==> config.mk <==
export PLATFORM = sky130hd
export DESIGN_NAME = rst_sequencer_flat
export DESIGN_NICKNAME = d
export VERILOG_FILES = /design/src/rtl/rst_sequencer_if.sv /design/src/rtl/rst_sequencer.sv /design/src/flat_wrapper.sv
export SDC_FILE = /design/constraint.sdc
export NUM_CORES = 1
export LEC_CHECK = 0
export ABC_AREA = 1
export BUFFER_PORTS_ARGS = -buffer_cell sky130_fd_sc_hd__buf_2
export CAP_MARGIN = 20
export CORE_AREA = 2 2 39 41
export CTS_BUF_LIST = sky130_fd_sc_hd__clkbuf_16
export CTS_CLUSTER_DIAMETER = 100
export CTS_CLUSTER_SIZE = 10
export DETAILED_ROUTE_END_ITERATION = 10
export DIE_AREA = 0 0 41 43
export PLACE_DENSITY_LB_ADDON = 0.1
export SLEW_MARGIN = 10
export SYNTH_ARGS = -nofsm -noshare
export SYNTH_HDL_FRONTEND = slang
export SYNTH_SLANG_ARGS = --single-unit
==> constraint.sdc <==
create_clock -name clk_i -period 1.2 [get_ports clk_i]
set_input_delay 0.24 -clock clk_i [delete_from_list [all_inputs] [get_ports clk_i]]
set_output_delay 0.24 -clock clk_i [all_outputs]
set_load 0.1 [all_outputs]
==> src/rtl/rst_sequencer_if.sv <==
// Purpose: groups the software request and the staged reset outputs of rst_sequencer.
// Latency: none, wires only.
// Backpressure: none; the request is a single-cycle pulse with no acknowledge.
interface rst_sequencer_if;
  logic swrst_req_i;
  logic rst_periph_o;
  logic rst_cpu_o;
  logic rst_done_o;
  logic rst_cause_o;

  // Sequencer side: takes the request, drives the domain resets and status.
  modport master (
    input  swrst_req_i,
    output rst_periph_o,
    output rst_cpu_o,
    output rst_done_o,
    output rst_cause_o
  );

  // Consumer side: issues the request, observes the resets and status.
  modport slave (
    output swrst_req_i,
    input  rst_periph_o,
    input  rst_cpu_o,
    input  rst_done_o,
    input  rst_cause_o
  );
endinterface

==> src/rtl/rst_sequencer.sv <==
// Purpose: staged reset release; peripherals leave reset first, the CPU follows STAGGER_CYCLES later.
// Latency: rst_done high HOLD_CYCLES+STAGGER_CYCLES-1 edges after the first edge with rst_i low.
// Backpressure: none; a software request outside RUN is dropped, not queued.
module rst_sequencer #(
  parameter int HOLD_CYCLES    = 16,
  parameter int STAGGER_CYCLES = 8
) (
  input  logic            clk_i,
  input  logic            rst_i,
  rst_sequencer_if.master bus
);

  localparam int MAX_CYCLES = (HOLD_CYCLES > STAGGER_CYCLES) ? HOLD_CYCLES : STAGGER_CYCLES;
  localparam int CW         = (MAX_CYCLES > 1) ? $clog2(MAX_CYCLES) : 1;

  localparam logic [CW-1:0] HOLD_LAST    = CW'(HOLD_CYCLES - 1);
  localparam logic [CW-1:0] STAGGER_LAST = CW'(STAGGER_CYCLES - 1);

  typedef enum logic [1:0] {
    HOLD    = 2'd0,
    STAGGER = 2'd1,
    RUN     = 2'd2
  } state_t;

  state_t        state_q, state_d;
  logic [CW-1:0] cnt_q, cnt_d;
  logic          periph_q, periph_d;
  logic          cpu_q, cpu_d;
  logic          done_q, done_d;
  logic          cause_q, cause_d;

  // State, counter and every output live in flops; rst_i forces the HOLD start point.
  always_ff @(posedge clk_i) begin
    if (rst_i) begin
      state_q  <= HOLD;
      cnt_q    <= '0;
      periph_q <= 1'b1;
      cpu_q    <= 1'b1;
      done_q   <= 1'b0;
      cause_q  <= 1'b0;
    end else begin
      state_q  <= state_d;
      cnt_q    <= cnt_d;
      periph_q <= periph_d;
      cpu_q    <= cpu_d;
      done_q   <= done_d;
      cause_q  <= cause_d;
    end
  end

  // Next state and next registered outputs; the counter is cleared on every transition so it never wraps.
  always_comb begin
    state_d  = state_q;
    cnt_d    = cnt_q;
    periph_d = periph_q;
    cpu_d    = cpu_q;
    done_d   = done_q;
    cause_d  = cause_q;

    case (state_q)
      HOLD: begin
        periph_d = 1'b1;
        cpu_d    = 1'b1;
        done_d   = 1'b0;
        if (cnt_q == HOLD_LAST) begin
          cnt_d    = '0;
          periph_d = 1'b0;
          state_d  = STAGGER;
        end else begin
          cnt_d = cnt_q + CW'(1);
        end
      end

      STAGGER: begin
        periph_d = 1'b0;
        cpu_d    = 1'b1;
        done_d   = 1'b0;
        if (cnt_q == STAGGER_LAST) begin
          cnt_d   = '0;
          cpu_d   = 1'b0;
          done_d  = 1'b1;
          state_d = RUN;
        end else begin
          cnt_d = cnt_q + CW'(1);
        end
      end

      RUN: begin
        periph_d = 1'b0;
        cpu_d    = 1'b0;
        done_d   = 1'b1;
        // Only honoured here; a request held high re-triggers only once RUN is reached again.
        if (bus.swrst_req_i) begin
          periph_d = 1'b1;
          cpu_d    = 1'b1;
          done_d   = 1'b0;
          cause_d  = 1'b1;
          cnt_d    = '0;
          state_d  = HOLD;
        end
      end

      default: begin
        state_d  = HOLD;
        cnt_d    = '0;
        periph_d = 1'b1;
        cpu_d    = 1'b1;
        done_d   = 1'b0;
      end
    endcase
  end

  assign bus.rst_periph_o = periph_q;
  assign bus.rst_cpu_o    = cpu_q;
  assign bus.rst_done_o   = done_q;
  assign bus.rst_cause_o  = cause_q;

endmodule

==> src/flat_wrapper.sv <==
// flat-port wrapper written by rule: the top's interface ports become plain ports
module rst_sequencer_flat 
#(
  parameter int HOLD_CYCLES    = 16,
  parameter int STAGGER_CYCLES = 8
)
  (clk_i, rst_i, bus_swrst_req_i, bus_rst_periph_o, bus_rst_cpu_o, bus_rst_done_o, bus_rst_cause_o);
  rst_sequencer_if bus_i ();
  input  logic clk_i;
  input  logic rst_i;
  input wire logic [$bits(bus_i.swrst_req_i)-1:0] bus_swrst_req_i;
  output wire logic [$bits(bus_i.rst_periph_o)-1:0] bus_rst_periph_o;
  output wire logic [$bits(bus_i.rst_cpu_o)-1:0] bus_rst_cpu_o;
  output wire logic [$bits(bus_i.rst_done_o)-1:0] bus_rst_done_o;
  output wire logic [$bits(bus_i.rst_cause_o)-1:0] bus_rst_cause_o;
  assign bus_i.swrst_req_i = bus_swrst_req_i;
  assign bus_rst_periph_o = bus_i.rst_periph_o;
  assign bus_rst_cpu_o = bus_i.rst_cpu_o;
  assign bus_rst_done_o = bus_i.rst_done_o;
  assign bus_rst_cause_o = bus_i.rst_cause_o;
  rst_sequencer #(.HOLD_CYCLES(HOLD_CYCLES), .STAGGER_CYCLES(STAGGER_CYCLES)) u_core (.clk_i(clk_i), .rst_i(rst_i), .bus(bus_i));
endmodule
==> metrics.log <==
[metrics] result of the run: complete, no violations
[metrics] area taken by multi-input logic gates: 335.3 sq um
[metrics] Syn. warnings: 0
[metrics] GRT Residual Overflow: 0
[metrics] placeable core region: around 1400 sq um
[metrics] # Max-Cap Violations: 0
[metrics] pins over their slew limit: 0
[metrics] deepest level of the CTS H-tree: 1
[metrics] DR vias/cell: 4.772
[metrics] sum of internal, switching and leakage power: 0.002294 W
[metrics] number of ports placed on the die boundary: 7
[metrics] endpoint of the most critical register-to-register path: u_core.state_q[0]
[metrics] number of sinks on the clock net: 10
[metrics] DRT Pass-1 Iters: 4
[metrics] achievable frequency: approximately 870 MHz
[metrics] worst path required time: 1.33 ns
[metrics] highest-count cells in the layout ignoring fill and taps: 14 x sky130_fd_sc_hd__nand2_1, 8 x sky130_fd_sc_hd__a21oi_1, 6 x sky130_fd_sc_hd__nand3_1, 6 x sky130_fd_sc_hd__buf_4
[metrics] WP data arrival: 1.28 ns
[metrics] number of DRC markers in iteration 0: 16
[metrics] # nets final: 94
[metrics] post-route design area: 850.8 sq um
[metrics] largest net degree at the start of global routing: 7
[metrics] share of post-route cells with drive strength above 1: 0.4706
[metrics] portion of the post-synthesis area used by sequential elements: 0.3931
[metrics] normalized max-slew margin: 0.8807
[metrics] DIE HEIGHT: around 43 um
[metrics] fraction of synthesized cell area taken by the top area cell type: 0.3931
[metrics] number of buffers added to fix hold violations after cts: 0
[metrics] count of cell types in the netlist: 16
[metrics] final weighted congestion in routability-driven placement: roughly 0.77
[metrics] crit path from: u_core.state_q[0]
[metrics] floorplan row count: 14
[metrics] final hold violation count: 0
[metrics] Final Non-Filler Cells: between 100 and 150
[metrics] count of buffers inserted at the top-level ports: 6
[metrics] area growth from synthesis to layout: 67.08%
[metrics] endpoint class of the critical path: register
[metrics] post-synthesis register bit count: 10
[metrics] number of antenna violations at the first check in global routing: 0
[metrics] worst setup path class: reg -> reg
[metrics] cell depth of the worst flop-to-flop path: 9
[metrics] width of the die: 41 um
[metrics] Pwr per Cell Area: approximately 2700 nW/um^2
[metrics] capture point of the critical path: u_core.state_q[0]
[metrics] final setup violating endpoints: 0
[metrics] fin crit share: 0.9631
[metrics] WL per Instance: 11.31 um
[metrics] DIE AREA: approximately 1800 sq um
[metrics] antenna-violating nets left: 0
[metrics] Synth Area per Inst: about 7.6 sq um
[metrics] Max Buffers Root-to-Sink: 2
[metrics] maximum ir drop on the vdd rail: 1414 uV
[metrics] cell at the root of the clock tree: sky130_fd_sc_hd__clkbuf_16
[metrics] startpoint type of the worst setup path: register
[metrics] DRT Wirelength: 1142 um
[metrics] Fin Clk Skew: 0.0004280 ns
[metrics] Reg clk slew, reported paths: approximately 0.040 ns
[metrics] remaining routing DRC violations: 0
[metrics] path class of the lowest-slack min-delay path: in -> reg
[metrics] cell taking the most area after synthesis: sky130_fd_sc_hd__dfxtp_1
[metrics] Post-Place Cells: 94
[metrics] total global routing track utilization: 0.1507
[metrics] biggest area contributors in the synthesized netlist: sky130_fd_sc_hd__dfxtp_1 39%, sky130_fd_sc_hd__ha_1 12%, sky130_fd_sc_hd__nand2_1 11%, sky130_fd_sc_hd__a21oi_1 7.9%, sky130_fd_sc_hd__inv_1 7.4%
[metrics] critical register-to-register path startpoint: u_core.state_q[0]
[metrics] Cells after Synth: 67
[metrics] Inserted Diodes: 0
[metrics] number of buffers added by the clock tree synthesis step: 3
[metrics] most common cell after layout, fill and taps aside: sky130_fd_sc_hd__nand2_1
[metrics] number of global-route vias before repair: 434
[metrics] TritonCTS clock tree: yes
[metrics] total nets after synthesis: 75
[metrics] area occupied by registers: between 200 and 250 sq um
[metrics] initial cell density of the core: 0.3680
[metrics] largest fanout of any net on the critical path: 4
[metrics] Post-DP HPWL: around 760 um
[metrics] fill cell total of the finished layout: 105
[metrics] global-route wire length before repair: 1718 um
[metrics] cell area after placement: about 660 sq um
[metrics] leakage: roughly 0.36 nW
[metrics] detailed-route via count: 482
[metrics] area of the mapped netlist: 509.2 sq um
[metrics] flop2flop setup slack: 0.04 ns
[metrics] Post-Route Hold Slack: 0.2457 ns
[metrics] slew of the pin with the lowest slew margin: 0.1788 ns
[metrics] crit path time final: approximately 1.2 ns
[metrics] clock network latency to the later pin of the worst-skew pair: about 0.23 ns
[critical path, stage by stage (launching register included)]
cell and delay (ns):
sky130_fd_sc_hd__dfxtp_2 0.33, sky130_fd_sc_hd__inv_4 0.08, sky130_fd_sc_hd__ha_4 0.13, sky130_fd_sc_hd__inv_2 0.04
sky130_fd_sc_hd__nor2_4 0.16, sky130_fd_sc_hd__inv_2 0.09, sky130_fd_sc_hd__nand3_4 0.08, sky130_fd_sc_hd__nand2_2 0.05
sky130_fd_sc_hd__nand2_1 0.07, sky130_fd_sc_hd__nor2_2 0.03
[layout make-up]
class,instances,area share
multi-input combinational,46,0.3941
sequential,10,0.2426
timing repair buffer,14,0.1956
clock buffer,3,0.08824
inverter,11,0.05147
tap,16,0.02353
clock inverter,1,0.004412
[routing by layer]
layer / vias to the layer above / share of wire / track usage
li1: 255 / - / -
met1: 218 / 0.44 / 0.1678
met2: 5 / 0.48 / 0.2188
met3: 4 / 0.026 / 0.02094
met4: 0 / 0.046 / 0.1600
met5: - / 0 / 0
[where the power goes]
group | switching, W | total [W] | internal (W) | leakage, nW
sequential | 0.0000972 | 0.000541 | 0.000443 | 0.0837
combinational | 0.000661 | 0.00117 | 0.000505 | 0.236
clock | 0.000151 | 0.000587 | 0.000436 | 0.0385
total | 0.000909 | 0.00229 | 0.00138 | 0.359
[flip-flops by register name, indices dropped and copies added, names as in the netlist]
register	cells
u_core.bus.rst_periph_o	1
u_core.state_q	2
u_core.bus.rst_cause_o	1
u_core.bus.rst_cpu_o	1
u_core.bus.rst_done_o	1
u_core.cnt_q	4
[stage by stage]
step | util | worst slack [ns] | setup TNS [ns]
floorplan | - | 0.05102 | 0
detailed placement | 0.4756 | 0.01543 | 0
CTS | 0.5344 | 0.007991 | 0
global placement | 0.4756 | 0.005086 | 0
finish | 0.6148 | 0.04432 | 0
global route | 0.6148 | -0.007439 | -0.007439
[timing repair]
item | CTS | global route
setup buffers | 0 | 3
endpoints found under the setup margin | 1 | 6
gates resized for setup | 1 | 22
pin swaps | 0 | 9
[cells in the mapped netlist]
library cell              count
sky130_fd_sc_hd__inv_2        1
sky130_fd_sc_hd__nor2_2       1
sky130_fd_sc_hd__o21ai_0      1
sky130_fd_sc_hd__ha_1         5
sky130_fd_sc_hd__nand2_2      2
sky130_fd_sc_hd__a21oi_2      1
sky130_fd_sc_hd__nor3_1       1
sky130_fd_sc_hd__nor2_4       1
sky130_fd_sc_hd__dfxtp_1     10
sky130_fd_sc_hd__nand3_2      1
sky130_fd_sc_hd__nor2_1       2
sky130_fd_sc_hd__nand4_1      2
sky130_fd_sc_hd__a21oi_1      8
sky130_fd_sc_hd__inv_1       10
sky130_fd_sc_hd__nand2_1     15
sky130_fd_sc_hd__nand3_1      6
[logic make-up after synthesis]
kind of cell,Yosys count,synth area share
simple gates,31,0.2973
buf+inv,11,0.08108
compound gates,10,0.1056
flops,10,0.3931
fa+ha+maj,5,0.1229
[worst min-delay path by stage]
| stage | startpoint | end | slack, ns | depth (start not counted) |
|---|---|---|---|---|
| 2_1_floorplan | rst_i | u_core.bus.rst_cause_o | 0.30 | 1 |
| 3_3_place_gp | u_core.bus.rst_cause_o | u_core.bus.rst_cause_o | 0.46 | 2 |
| 3_5_place_dp | u_core.bus.rst_cause_o | u_core.bus.rst_cause_o | 0.47 | 2 |
| 4_1_cts | rst_i | u_core.bus.rst_cause_o | 0.25 | 2 |
| 5_1_grt | rst_i | u_core.cnt_q[1] | 0.26 | 2 |
| 6_report | rst_i | u_core.cnt_q[1] | 0.25 | 2 |
No activity file was read; power rests on OpenSTA's default activity.
